$ cat config.mk
export PLATFORM = sky130hd
export DESIGN_NAME = keypad_digit_display
export DESIGN_NICKNAME = d
export VERILOG_FILES = /design/src/rtl/keypad_digit_display.sv
export SDC_FILE = /design/constraint.sdc
export NUM_CORES = 1
export LEC_CHECK = 0
export ABC_CLOCK_PERIOD_IN_PS = 5400
export CORE_MARGIN = 2
export CORE_UTILIZATION = 63
export CTS_BUF_LIST = sky130_fd_sc_hd__clkbuf_4 sky130_fd_sc_hd__clkbuf_8
export CTS_CLUSTER_DIAMETER = 60
export DETAILED_ROUTE_END_ITERATION = 10
export GPL_TIMING_DRIVEN = 0
export PLACE_DENSITY_LB_ADDON = 0.12
export SLEW_MARGIN = 10
export SYNTH_ARGS = -nofsm -noshare
export SYNTH_HDL_FRONTEND = slang
export SYNTH_SLANG_ARGS = --single-unit
$ cat constraint.sdc
create_clock -name clk -period 5.4 [get_ports clk]
set_input_delay 0.81 -clock clk [delete_from_list [all_inputs] [get_ports clk]]
set_output_delay 0.81 -clock clk [all_outputs]
set_load 0.02 [all_outputs]
$ cat src/rtl/keypad_digit_display.sv
// keypad_digit_display
// Keeps a two-key history (newest on the right digit, previous on the left)
// and time-multiplexes both common-anode digits over one shared segment bus.
// A blanking window separates every digit switch so the segment bus can
// settle before the next enable rises, which keeps ghosting off the display.

module keypad_digit_display #(
  parameter int unsigned REFRESH_CYCLES = 24000,  // cycles each digit is lit per phase
  parameter int unsigned BLANK_CYCLES   = 240     // cycles both digits are dark between phases
) (
  input  logic       clk,
  input  logic       reset,      // asynchronous, active low
  input  logic       key_valid,  // one-cycle strobe, key_code holds a new key
  input  logic [3:0] key_code,
  output logic [6:0] seg,        // active-low {g,f,e,d,c,b,a}
  output logic       en1,        // left (older) digit enable, active high
  output logic       en2,        // right (newest) digit enable, active high
  output logic [7:0] digits      // {left, right} for debug
);

  // Phase counter must hold the larger of the two phase lengths minus one.
  localparam int unsigned MAX_CYCLES = (REFRESH_CYCLES > BLANK_CYCLES) ?
                                       REFRESH_CYCLES : BLANK_CYCLES;
  localparam int unsigned CNT_W      = (MAX_CYCLES > 1) ? $clog2(MAX_CYCLES) : 1;

  localparam logic [CNT_W-1:0] REFRESH_LAST = CNT_W'(REFRESH_CYCLES - 1);
  localparam logic [CNT_W-1:0] BLANK_LAST   = CNT_W'(BLANK_CYCLES - 1);
  localparam logic [CNT_W-1:0] CNT_ONE      = CNT_W'(1);

  localparam logic [6:0] SEG_BLANK = 7'b1111111;

  // One-hot refresh states.
  typedef enum logic [3:0] {
    ST_BLANK_TO_RIGHT = 4'b0001,
    ST_SHOW_RIGHT     = 4'b0010,
    ST_BLANK_TO_LEFT  = 4'b0100,
    ST_SHOW_LEFT      = 4'b1000
  } state_e;

  state_e           state_q;
  logic [CNT_W-1:0] cnt_q;
  logic             en1_q;
  logic             en2_q;

  logic [3:0]       left_q,        left_d;
  logic [3:0]       right_q,       right_d;
  logic             left_valid_q,  left_valid_d;
  logic             right_valid_q, right_valid_d;

  logic [6:0]       seg_q,         seg_d;
  logic [3:0]       sel_code;
  logic             sel_valid;

  // Hex value to active-low segment pattern, bit 0 = segment a.
  function automatic logic [6:0] hex_to_seg(input logic [3:0] code);
    logic [6:0] pat;
    case (code)
      4'h0:    pat = 7'b1000000;
      4'h1:    pat = 7'b1111001;
      4'h2:    pat = 7'b0100100;
      4'h3:    pat = 7'b0110000;
      4'h4:    pat = 7'b0011001;
      4'h5:    pat = 7'b0010010;
      4'h6:    pat = 7'b0000010;
      4'h7:    pat = 7'b1111000;
      4'h8:    pat = 7'b0000000;
      4'h9:    pat = 7'b0010000;
      4'hA:    pat = 7'b0001000;
      4'hB:    pat = 7'b0000011;
      4'hC:    pat = 7'b1000110;
      4'hD:    pat = 7'b0100001;
      4'hE:    pat = 7'b0000110;
      default: pat = 7'b0001110;
    endcase
    return pat;
  endfunction

  // Refresh sequencer; the enables are flops set on entry to the show states
  // so they never glitch and can never overlap.
  always_ff @(posedge clk or negedge reset) begin
    if (!reset) begin
      state_q <= ST_BLANK_TO_RIGHT;
      cnt_q   <= '0;
      en1_q   <= 1'b0;
      en2_q   <= 1'b0;
    end else begin
      case (state_q)
        ST_BLANK_TO_RIGHT: begin
          if (cnt_q == BLANK_LAST) begin
            state_q <= ST_SHOW_RIGHT;
            cnt_q   <= '0;
            en2_q   <= 1'b1;
          end else begin
            cnt_q   <= cnt_q + CNT_ONE;
          end
        end
        ST_SHOW_RIGHT: begin
          if (cnt_q == REFRESH_LAST) begin
            state_q <= ST_BLANK_TO_LEFT;
            cnt_q   <= '0;
            en2_q   <= 1'b0;
          end else begin
            cnt_q   <= cnt_q + CNT_ONE;
          end
        end
        ST_BLANK_TO_LEFT: begin
          if (cnt_q == BLANK_LAST) begin
            state_q <= ST_SHOW_LEFT;
            cnt_q   <= '0;
            en1_q   <= 1'b1;
          end else begin
            cnt_q   <= cnt_q + CNT_ONE;
          end
        end
        ST_SHOW_LEFT: begin
          if (cnt_q == REFRESH_LAST) begin
            state_q <= ST_BLANK_TO_RIGHT;
            cnt_q   <= '0;
            en1_q   <= 1'b0;
          end else begin
            cnt_q   <= cnt_q + CNT_ONE;
          end
        end
        default: begin
          // Illegal encoding: fall back to a dark, known-good restart point.
          state_q <= ST_BLANK_TO_RIGHT;
          cnt_q   <= '0;
          en1_q   <= 1'b0;
          en2_q   <= 1'b0;
        end
      endcase
    end
  end

  // Shift the history one place on every strobe; the new key is always valid.
  always_comb begin
    left_d        = left_q;
    right_d       = right_q;
    left_valid_d  = left_valid_q;
    right_valid_d = right_valid_q;
    if (key_valid) begin
      left_d        = right_q;
      left_valid_d  = right_valid_q;
      right_d       = key_code;
      right_valid_d = 1'b1;
    end
  end

  // Digit history registers.
  always_ff @(posedge clk or negedge reset) begin
    if (!reset) begin
      left_q        <= 4'h0;
      right_q       <= 4'h0;
      left_valid_q  <= 1'b0;
      right_valid_q <= 1'b0;
    end else begin
      left_q        <= left_d;
      right_q       <= right_d;
      left_valid_q  <= left_valid_d;
      right_valid_q <= right_valid_d;
    end
  end

  // Pick the digit that belongs to the current half of the refresh period;
  // the blank state ahead of each show state already selects its digit.
  always_comb begin
    sel_code  = right_q;
    sel_valid = right_valid_q;
    if ((state_q == ST_BLANK_TO_LEFT) || (state_q == ST_SHOW_LEFT)) begin
      sel_code  = left_q;
      sel_valid = left_valid_q;
    end
    seg_d = sel_valid ? hex_to_seg(sel_code) : SEG_BLANK;
  end

  // Segment bus register, reloaded every cycle.
  always_ff @(posedge clk or negedge reset) begin
    if (!reset) begin
      seg_q <= SEG_BLANK;
    end else begin
      seg_q <= seg_d;
    end
  end

  assign seg    = seg_q;
  assign en1    = en1_q;
  assign en2    = en2_q;
  assign digits = {left_q, right_q};

endmodule

==> flow_summary_export.csv <==
group,metric,value,unit
run_status,outcome,"finished, final reports clean",
cells_and_area,fill_cells,230,
clock_tree,cts_num_sinks,38,
placed_design,post-dp-hpwl,3.57,mm
clock_tree,post_cts_resized,0,
cells_and_area,drive_above_1_share,17.7,%
cells_and_area,ff_latch_area,961,um2
synthesis,yosysTopAreaCellShare,32.8,%
routing,wl_per_cell,17.0,um
die,die_w,64.3,um
critical_path,critPathArrivalTime,2850,ps
timing,timing.fmax,385,MHz
die,die_h,64.3,um
cells_and_area,final_nets,261,
clock_tree,cts_made_buffers,5,
routing,vias_per_cell,6.40,
critical_path,critical_path_class,"flip-flop to flip-flop",
synthesis,syn_inst,218,
timing,hold_viol,0,
cells_and_area,finalNonFillerCells,294,
clock_tree,ctsHoldBuffers,0,
timing,fin_crit,2600,ps
die,die_area,4130,um2
synthesis,yosysUniqueCellTypes,60,
clock_tree,clockBufferDepth,2,
critical_path,critPathLaunchType,"flip-flop",
clock_tree,root_buffer,"clkbuf_4",
global_routing,antenna_found_initial,0,
global_routing,grt_usage,27.5,%
flow_run,cap_violations,0,
routing,drc,0,
clock_tree,htreeDepth,2,
hold_path,min_path_type,"input port to asynchronous set/reset pin",
routing,drt-initial-drc-count,201,
synthesis,synth_edf_count,0,
synthesis,yosysWarnings,0,
timing,drv_slew,0,
die,start_util,67.0,%
global_routing,grt_pass1_vias,1882,
timing,period_share,48.1,%
synthesis,yosysSeqAreaShare,42.0,%
global_routing,gr-total-overflow,0,
clock_tree,post-cts-setup-buffers,0,
die,coreArea,3420,um2
timing,slew_headroom,46.8,%
timing,setup_viol,0,
die,design.portCount,24,
placed_design,post-place-ws,2940,ps
routing,drt_first_pass_iters,6,
routing,vias,1882,
clock_tree,clk_latency,360,ps
timing,worst_pin_slew,799,ps
critical_path,crit_path_end_kind,"flip-flop",
placed_design,dp_cells,286,
cells_and_area,n_antenna_cell,0,
synthesis,ys_ff_latch,38,
cells_and_area,syn2layout_area_growth,14.5,%
clock_tree,path_clk_slew,140,ps
synthesis,synth.area.top_cells,"dfrtp_1 33%, dfstp_2 9.2%, mux2_2 4.9%",
die,rows,21,
timing,grt_setup_unrepaired,"no",
power,power_density,231,nW/um2
timing,skew,20.9,ps
synthesis,synth_flop_cell,"dfrtp_1",
synthesis,syn_area,2290,um2
cells_and_area,multi_input_area,1270,um2
routing,antenna_left,0,
placed_design,gp_congestion,0.964,
cells_and_area,most-common-layout-cells,"30 x dfrtp_1, 21 x clkdlybuf4s50_1, 18 x a21oi_1",
global_routing,grt_pass1_wl,8.83,mm
timing,setup_slack,2800,ps
synthesis,yosys.area.top_type,"dfrtp_1",
placed_design,numPortBuffers,22,
timing,holdWs,515,ps
cells_and_area,layout_commonest_cell,"dfrtp_1",
synthesis,postSynth.asyncResetShare,100,%
synthesis,syn_avg_cell_area,10.5,um2
critical_path,path_max_fanout,10,
routing,wirelength,5.01,mm
global_routing,grt_max_degree,39,
clock_tree,cts_tree,"yes",
power,p_leak,0.00106,uW
power,ir_worst_vdd,184,uV
timing,tns,0,ps
synthesis,synth_nets,232,
critical_path,cp_data_required_time,5650,ps
==> layout make-up <==
type	instances	share of cell area, %
multi-input combinational	168	48.3
sequential	38	36.7
timing repair buffer	22	8.21
tap	46	2.20
buffer	8	1.77
clock buffer	5	1.43
clock inverter	3	0.812
inverter	4	0.573
==> per-stage QoR <==
step	total power [uW]	cell area [um2]	utilization, %
floorplan	397	2290	-
global placement	449	2570	75.1
global route	633	2620	76.7
finish	606	2620	76.7
CTS	607	2620	76.7
detailed placement	455	2560	75.0
==> path summary, 6_finish.rpt <==
path | slack, ps | to | from | depth (start not counted)
worst min register to register | 540 | right_valid_q$_DFFE_PN0P_ | right_valid_q$_DFFE_PN0P_ | 1
worst min-delay path | 520 | cnt_q[5]$_DFF_PN0_ | reset | 1
max in group asynchronous | 4360 | cnt_q[2]$_DFF_PN0_ | reset | 1
worst max register to register | 2800 | seg[0]$_DFF_PN1_ | state_q[1]$_DFFE_PN0P_ | 7
worst max-delay path | 2800 | seg[0]$_DFF_PN1_ | state_q[1]$_DFFE_PN0P_ | 7
min in group clk | 540 | right_valid_q$_DFFE_PN0P_ | right_valid_q$_DFFE_PN0P_ | 1
==> Yosys cell counts, types with 6 or more instances <==
library cell / instances
ha_1: 7
xnor2_1: 8
nor2_1: 7
nor3_1: 8
nand3_1: 10
nand2_1: 11
mux2i_1: 9
mux2_2: 10
nand2b_1: 6
a21oi_1: 18
dfrtp_1: 30
o21ai_0: 7
dfstp_2: 8
==> per-layer routing <==
layer	part of all wire (%)	vias to the layer above	wire length, um	global-route usage (%)
met5	0	-	0	0
met4	1.4	0	70	10.6
met3	5.7	7	284	5.46
met2	50	79	2490	44.3
met1	43	925	2160	36.7
li1	-	871	-	-
==> report_power, final <==
part | total, uW | internal, uW | switching (uW)
Clock | 155 | 50.6 | 104
Sequential | 322 | 307 | 14.2
Combinational | 129 | 59.8 | 69.3
Total | 606 | 418 | 188
==> registers in the layout, indices dropped and copies added (netlist names) <==
register       flops
cnt_q             15
en1                1
en2                1
left_q             4
left_valid_q       1
right_q            4
right_valid_q      1
seg                7
state_q            4
==> cells by family after synthesis <==
group           after synthesis  share of synthesized area, %
simple gates                 76                          21.1
fa+ha+maj                     7                          3.83
mux                          19                          8.86
compound gates               53                          15.5
flops                        38                          42.0
xor+xnor                     13                          6.12
buf+inv                      12                          2.68
==> worst max-delay path, stage by stage (launching register included) <==
cell and delay [ps]:
dfrtp_1 480, nor2_2 380, nand2_2 230, mux2i_1 410, ha_1 300, nor4_1 80, a21o_1 170, o41ai_1 430
Power figures use the tool's default switching activity.
